File: src/rtl/extrema_pkg.sv
// Shared types for the frame extrema tracker and its comparator.
// Latency: n/a (types and constants only).
// Backpressure: n/a.
package extrema_pkg;

  localparam int SAMPLE_W = 4;

  typedef logic [SAMPLE_W-1:0] sample_t;

  typedef enum logic [1:0] {
    IDLE  = 2'd0,
    ACCUM = 2'd1,
    DONE  = 2'd2
  } ext_state_t;

endpackage

File: src/rtl/frame_extrema_tracker_cmp.sv
// Purpose: 4-bit unsigned magnitude comparator (a vs b), one-hot gt/eq/lt result.
// Latency: combinational, zero cycles.
// Backpressure: none, purely combinational.
// Ports: a, b (samples in); agtb, aeqb, altb (exactly one is high).
module frame_extrema_tracker_cmp
  import extrema_pkg::*;
(
  input  sample_t a,
  input  sample_t b,
  output logic    agtb,
  output logic    aeqb,
  output logic    altb
);

  assign agtb = (a > b);
  assign aeqb = (a == b);
  assign altb = (a < b);

endmodule

File: src/rtl/frame_extrema_tracker.sv
// Purpose: per-frame running max/min, sample count and all-equal flag over a sample stream.
// Latency: result valid the cycle after the in_last beat; 1 sample/cycle while accumulating.
// Backpressure: in_ready low while a result waits in DONE; result held until out_ready.
// Ports:
//   clk, rst_n                         clock, async active-low reset
//   in_valid/in_ready/in_data/in_last  sample stream
//   out_valid/out_ready                result handshake
//   out_max/out_min/out_count          frame extrema and saturating sample count
//   out_all_eq/out_ovf                 all samples equal / count saturated
module frame_extrema_tracker
  import extrema_pkg::*;
#(
  parameter int WIDTH = 4,
  parameter int CNT_W = 8
) (
  input  logic             clk,
  input  logic             rst_n,
  input  logic             in_valid,
  output logic             in_ready,
  input  logic [WIDTH-1:0] in_data,
  input  logic             in_last,
  output logic             out_valid,
  input  logic             out_ready,
  output logic [WIDTH-1:0] out_max,
  output logic [WIDTH-1:0] out_min,
  output logic [CNT_W-1:0] out_count,
  output logic             out_all_eq,
  output logic             out_ovf
);

  // The comparator is hard 4-bit; any other width is a build error.
  if (WIDTH != SAMPLE_W) begin : g_width_chk
    $error("frame_extrema_tracker: WIDTH must equal SAMPLE_W (4)");
  end

  localparam logic [CNT_W-1:0] CNT_MAX = '1;

  ext_state_t       state;
  sample_t          max_r;
  sample_t          min_r;
  logic [CNT_W-1:0] count_r;
  logic             all_eq_r;
  logic             ovf_r;
  logic             out_valid_r;

  logic max_gt, max_eq, max_lt;
  logic min_gt, min_eq, min_lt;
  logic beat;

  // Comparator A: new sample against running max.
  frame_extrema_tracker_cmp u_cmp_max (
    .a    (in_data),
    .b    (max_r),
    .agtb (max_gt),
    .aeqb (max_eq),
    .altb (max_lt)
  );

  // Comparator B: new sample against running min.
  frame_extrema_tracker_cmp u_cmp_min (
    .a    (in_data),
    .b    (min_r),
    .agtb (min_gt),
    .aeqb (min_eq),
    .altb (min_lt)
  );

  // Gated by rst_n so the source sees no ready while reset is held,
  // even though the state register already reads IDLE.
  assign in_ready = rst_n && (state != DONE);
  assign beat     = in_valid && in_ready;

  always_ff @(posedge clk or negedge rst_n) begin
    if (!rst_n) begin
      state       <= IDLE;
      max_r       <= '0;
      min_r       <= '0;
      count_r     <= '0;
      all_eq_r    <= 1'b0;
      ovf_r       <= 1'b0;
      out_valid_r <= 1'b0;
    end else begin
      case (state)
        IDLE: begin
          if (beat) begin
            max_r       <= in_data;
            min_r       <= in_data;
            count_r     <= {{(CNT_W-1){1'b0}}, 1'b1};
            all_eq_r    <= 1'b1;
            ovf_r       <= 1'b0;
            out_valid_r <= in_last;
            state       <= in_last ? DONE : ACCUM;
          end
        end
        ACCUM: begin
          if (beat) begin
            if (max_gt) max_r <= in_data;
            if (min_lt) min_r <= in_data;
            // While all_eq holds, max==min==first sample, so any
            // inequality on either side means this sample differs.
            if (!max_eq || !min_eq) all_eq_r <= 1'b0;
            if (count_r == CNT_MAX) ovf_r   <= 1'b1;
            else                    count_r <= count_r + 1'b1;
            if (in_last) begin
              out_valid_r <= 1'b1;
              state       <= DONE;
            end
          end
        end
        DONE: begin
          if (out_ready) begin
            out_valid_r <= 1'b0;
            state       <= IDLE;
          end
        end
        default: begin
          out_valid_r <= 1'b0;
          state       <= IDLE;
        end
      endcase
    end
  end

  // Result registers double as the accumulators; they only change on
  // accepted beats, so they are stable throughout DONE.
  assign out_valid  = out_valid_r;
  assign out_max    = max_r;
  assign out_min    = min_r;
  assign out_count  = count_r;
  assign out_all_eq = all_eq_r;
  assign out_ovf    = ovf_r;

  logic unused_cmp;
  assign unused_cmp = max_lt ^ min_gt;

endmodule

File: config.mk
export PLATFORM = sky130hd
export DESIGN_NAME = frame_extrema_tracker
export DESIGN_NICKNAME = d
export VERILOG_FILES = /design/src/rtl/extrema_pkg.sv /design/src/rtl/frame_extrema_tracker_cmp.sv /design/src/rtl/frame_extrema_tracker.sv
export SDC_FILE = /design/constraint.sdc
export NUM_CORES = 1
export LEC_CHECK = 0
export ABC_AREA = 1
export BUFFER_PORTS_ARGS = -buffer_cell sky130_fd_sc_hd__buf_4
export CORE_MARGIN = 2
export CORE_UTILIZATION = 35
export CTS_CLUSTER_SIZE = 20
export DETAILED_ROUTE_END_ITERATION = 8
export GPL_ROUTABILITY_DRIVEN = 0
export GPL_TIMING_DRIVEN = 0
export PLACE_DENSITY = 0.58
export SYNTH_ARGS = -nofsm -noshare
export SYNTH_HDL_FRONTEND = slang
export SYNTH_SLANG_ARGS = --single-unit
export TNS_END_PERCENT = 50
File: constraint.sdc
create_clock -name clk -period 1.6 [get_ports clk]
set_input_delay 0.08 -clock clk [delete_from_list [all_inputs] [get_ports clk]]
set_output_delay 0.08 -clock clk [all_outputs]
set_load 0.05 [all_outputs]
After elaboration in Yosys (flattened, before gate mapping)
Index checks and enable logic that the tools add are counted.
Cells by class
  add/sub/neg operators: 1
  reductions and logical operators: 13
  equal/unequal tests: 15
  order comparisons: 2
  muxes and demuxes: 30
Operators with widths (count)
  2-to-1 mux 8 bit: 3
  AND reduction 4 bit: 6
  2-to-1 mux 4 bit: 5
  != test 2 bit (second input constant): 10
  case mux 4 bit (2 select lines): 2
  case mux 8 bit (2 select lines): 1
  2-to-1 mux 1 bit: 10
  2-to-1 mux 2 bit: 5
  adder 8 x 1 -> 8 bit (second input constant): 1
  equality test 4 bit: 2
  equality test 8 bit (second input constant): 1
  case mux 2 bit (3 select lines): 1
  greater-than comparator 4 bit: 1
  less-than comparator 4 bit: 1
  case mux 1 bit (2 select lines): 2
  case mux 1 bit (3 select lines): 1
  equality test 2 x 1 -> 1 bit (second input constant): 1
  equality test 2 bit (second input constant): 1
  logical AND 1 bit: 2
  zero test 1 bit: 2
  zero test 2 bit: 1
  nonzero test 2 bit: 1
  logical OR 1 bit: 1
Storage, ports and cells
  register bits after elaboration: 21
  word-level logic and storage cells: 68
  bits of input ports: 9

Longest topological paths before layout
  depth in word-level cells: 6
  gate-level depth with buffers: 12

By module
A second synthesis with hierarchy kept.
Unflattened totals
  cell total of the unflattened synthesis: 158
  area, all modules: 1223.7 um2
Modules (own cells, without submodules)
  frame_extrema_tracker: sequential area each 500.5 um2, instances 1, area each 993.5 um2, cells each 118
  frame_extrema_tracker_cmp: sequential area each 0.0 um2, instances 2, area each 115.1 um2, cells each 20

Worst setup path before layout
OpenSTA, ideal clock, no wires.
  path type: reg-to-output
  start: reg state[1]
  end: out in_ready
  path slack: -289 ps
  arrival time: 1809 ps
  path buffers: 0
  stages on the path, launching flop included: 2
  path through: dfrtp_1 a21boi_0
On the way
  longest elaborated chain between the ends: 2
Ends and longest elaborated chain
  start, declared: line frame_extrema_tracker.sv:38  | ext_state_t state;
  start signal, assigned: line frame_extrema_tracker.sv:92  | state <= in_last ? DONE : ACCUM;
  != test 2 bit: line frame_extrema_tracker.sv:70  | assign in_ready = rst_n && (state != DONE);
  logical AND 1 bit: line frame_extrema_tracker.sv:70
  end, declared: line frame_extrema_tracker.sv:19  | output logic in_ready,
No other way between the ends.

Worst setup path after layout
  start: reg count_r[0], in the netlist out_count[0]
  end: reg count_r[6], in the netlist out_count[6]
On the way
  longest elaborated chain between the ends: 4
  elaborated cells between the ends (all ways): 7
Ends and longest elaborated chain
  start, declared: line frame_extrema_tracker.sv:41  | logic [CNT_W-1:0] count_r;
  start signal, assigned: line frame_extrema_tracker.sv:88  | count_r <= {{(CNT_W-1){1'b0}}, 1'b1};
  start signal, assigned: line frame_extrema_tracker.sv:103  | else count_r <= count_r + 1'b1;
  adder 8 x 1 -> 8 bit: line frame_extrema_tracker.sv:103
  2-to-1 mux 8 bit: line frame_extrema_tracker.sv:102  | if (count_r == CNT_MAX) ovf_r <= 1'b1;
  2-to-1 mux 8 bit: line frame_extrema_tracker.sv:96  | if (beat) begin
  case mux 8 bit (2 select lines): line frame_extrema_tracker.sv:83  | case (state)
Several ways; a longest one is shown, not always the timed one. The select of a mux whose other input is x is not followed.
A chain may end at the register's enable or synchronous reset.

==> qor.yml <==
status: "finished, final reports clean"
grt.total_usage_pct: 14.4
ant_nets: 0
reg2regPathDepth: 6
place_area_mm2: 0.00145
hp-class: "input port to flop"
grt_antenna_before_repair: 0
grt_pass1_vias: 1038
crit_path_max_fanout: 5
overflow: 0
drive_above_1_share_pct: 22.9
cts_tree: "yes"
multiInputGateArea_um2: 627
cts_root_buffer: "clkbuf_4"
reg2reg_setup_slack_ns: 0.14
die_w_um: 62.1
synth_cell_types: 18
fmax_ghz: 0.685
final_cell_count_no_fill: 238
diodes: 0
arrival_ns: 1.65
rsz0062_at_grt: "no"
synth_area_mm2: 0.00118
initial_core_util_pct: 36.0
drc: 0
post_cts_buffers: 0
rows: 21
yosysWarnings: 0
routed_wl_um: 2730
crit_path_end_kind: "flop"
placeableCoreArea_mm2: 0.00328
max_stage_delay_ns: 0.41
peakVddDrop_mv: 1.20
first_iter_violations: 37
grt_util_met3_pct: 3.08
rr_endpoint: "out_count[6]"
cpMaxStageDelayCell: "dfrtp_2"
finClkSkew_ns: 0.00403
utilization_pct: 47.0
r2r-start: "out_count[0]"
placed_cells: 231
synthesis.instances: 157
vias: 1117
grt_max_degree: 21
avgSynthCellArea_um2: 7.53
syn-num-nets: 175
wl_per_cell_um: 11.5
final_net_count: 211
met1_usage_pct: 19.1
drtPass1Iterations: 4
syn_to_final_growth_pct: 30.7
relSlewSlack_pct: 38.6
clk_pin_slew_ns: 0.12
setup_viol: 0
hpwl_um: 2020
cts_buffer_depth: 2
critPathCapture: "out_count[6]"
min_period_ns: 1.46
io_buffers: 28
cts_sinks: 20
global_route.usage.met2_pct: 22.7
die_h_um: 62.1
top_usage_layer: "met2"
cts_made_buffers: 3
p_leak_nw: 0.822
die-area_mm2: 0.00386
design_area_mm2: 0.00155
required_ns: 1.79
crit_chain: "ha_1, nand3_2, nor2_4, nand2_2, o21ai_4, o21ai_0"
final_common_cell: "nand2_1"
startpoint: "out_count[0]"
ff_latch_area_um2: 503
fillers: 336
h-tree-depth: 1
grt_pass1_wl_um: 4460
ys_ff_latch: 20
ios: 29
synth_seq_area_share_pct: 42.3
critical_path_class: "flop to flop"
clk_latency_ns: 0.30
drt-vias-per-instance: 4.69
hold_viol: 0
maxSlewViolCount: 0
power_per_cell_area_mw_per_mm2: 1640
mostFrequentLayoutCells: "nand2_1 (55), buf_4 (28), inv_1 (23), dfrtp_1 (18), nand3_1 (14)"
drv_cap: 0
period_share_pct: 91.2
start_kind: "flop"
tightest_slew_ns: 0.918
==> where the power goes <==
| part | switching (mW) | total [mW] | internal (mW) |
|---|---|---|---|
| logic | 0.967 | 1.41 | 0.442 |
| clock network | 0.158 | 0.296 | 0.139 |
| registers | 0.166 | 0.837 | 0.671 |
==> area by class of cell <==
type                    instances  area share, %
multi-input cells             114           40.6
flip-flops and latches         20           32.6
repair buffers                 30           14.9
inverters                      23           5.59
well taps                      46           3.72
clock buffers                   4           2.35
plain buffers                   1          0.324
==> cells by family after synthesis <==
| kind of cell | Yosys count | synth area share [%] |
|---|---|---|
| xor+xnor | 2 | 1.48 |
| flops | 20 | 42.3 |
| simple gates | 84 | 29.9 |
| compound gates | 18 | 9.00 |
| buf+inv | 24 | 7.72 |
| fa+ha+maj | 9 | 9.52 |
==> stage by stage <==
| step | setup WS (ns) | total power, mW | hold slack, ns | TNS (ns) |
|---|---|---|---|---|
| final | 0.141 | 2.54 | 0.0284 | 0 |
| after global routing | 0.0120 | 2.74 | 0.0338 | 0 |
| after CTS | 0.0651 | 2.54 | 0.0240 | 0 |
| after detailed placement | 0.0849 | 2.24 | -0.0149 | 0 |
| after global placement | 0.124 | 2.21 | -0.0144 | 0 |
| after floorplan | -0.0750 | 1.81 | -0.216 | -0.520 |
==> how the worst min path moves through the flow <==
stage	startpoint	end	slack [ns]	cells after the start
detailed placement	rst_n	out_max[2]	-0.01	1
finish	in_data[0]	out_min[0]	0.03	3
floorplan	rst_n	out_all_eq	-0.22	0
global route	in_data[0]	out_min[0]	0.03	3
CTS	in_data[0]	out_min[0]	0.02	3
global placement	rst_n	out_max[2]	-0.01	1
==> Yosys cell counts (all sizes together) <==
cell type,instances,area [um2]
a21o,1,7.51
xnor2,1,8.76
a21oi,3,15.0
nand4,3,18.8
inv,23,86.3
dfrtp,20,500
o21ai,13,76.3
a21boi,1,7.51
ha,9,113
xor2,1,8.76
nand3,15,75.1
buf,1,5.00
nor2,5,21.3
nand3b,2,15.0
nand2,59,224
==> metal layers <==
metal	vias up	part of all wire [%]
met5	-	0
met4	0	0.84
met3	2	4.5
met2	24	48
met1	511	47
li1	580	-
==> flip-flops by register name, indices dropped and copies added (netlist names) <==
name	count
out_all_eq	1
out_count	8
out_max	4
out_min	4
out_ovf	1
state	2
==> critical path, delay by kind of cell (launching register included) <==
kind,cells,cell delay [ns]
DFF,1,0.41
and+or+nand+nor,3,0.39
AOI/OAI and AO/OA,2,0.33
adders and majority gates,1,0.20
==> timing repair <==
| action | 4_1_cts | 5_1_grt |
|---|---|---|
| resized for setup | 0 | 7 |
| hold buffers | 2 | 0 |
| hold endpoints to repair | 21 | 0 |
| endpoints found under the setup margin | 0 | 16 |
No activity file was read; power rests on OpenSTA's default activity.
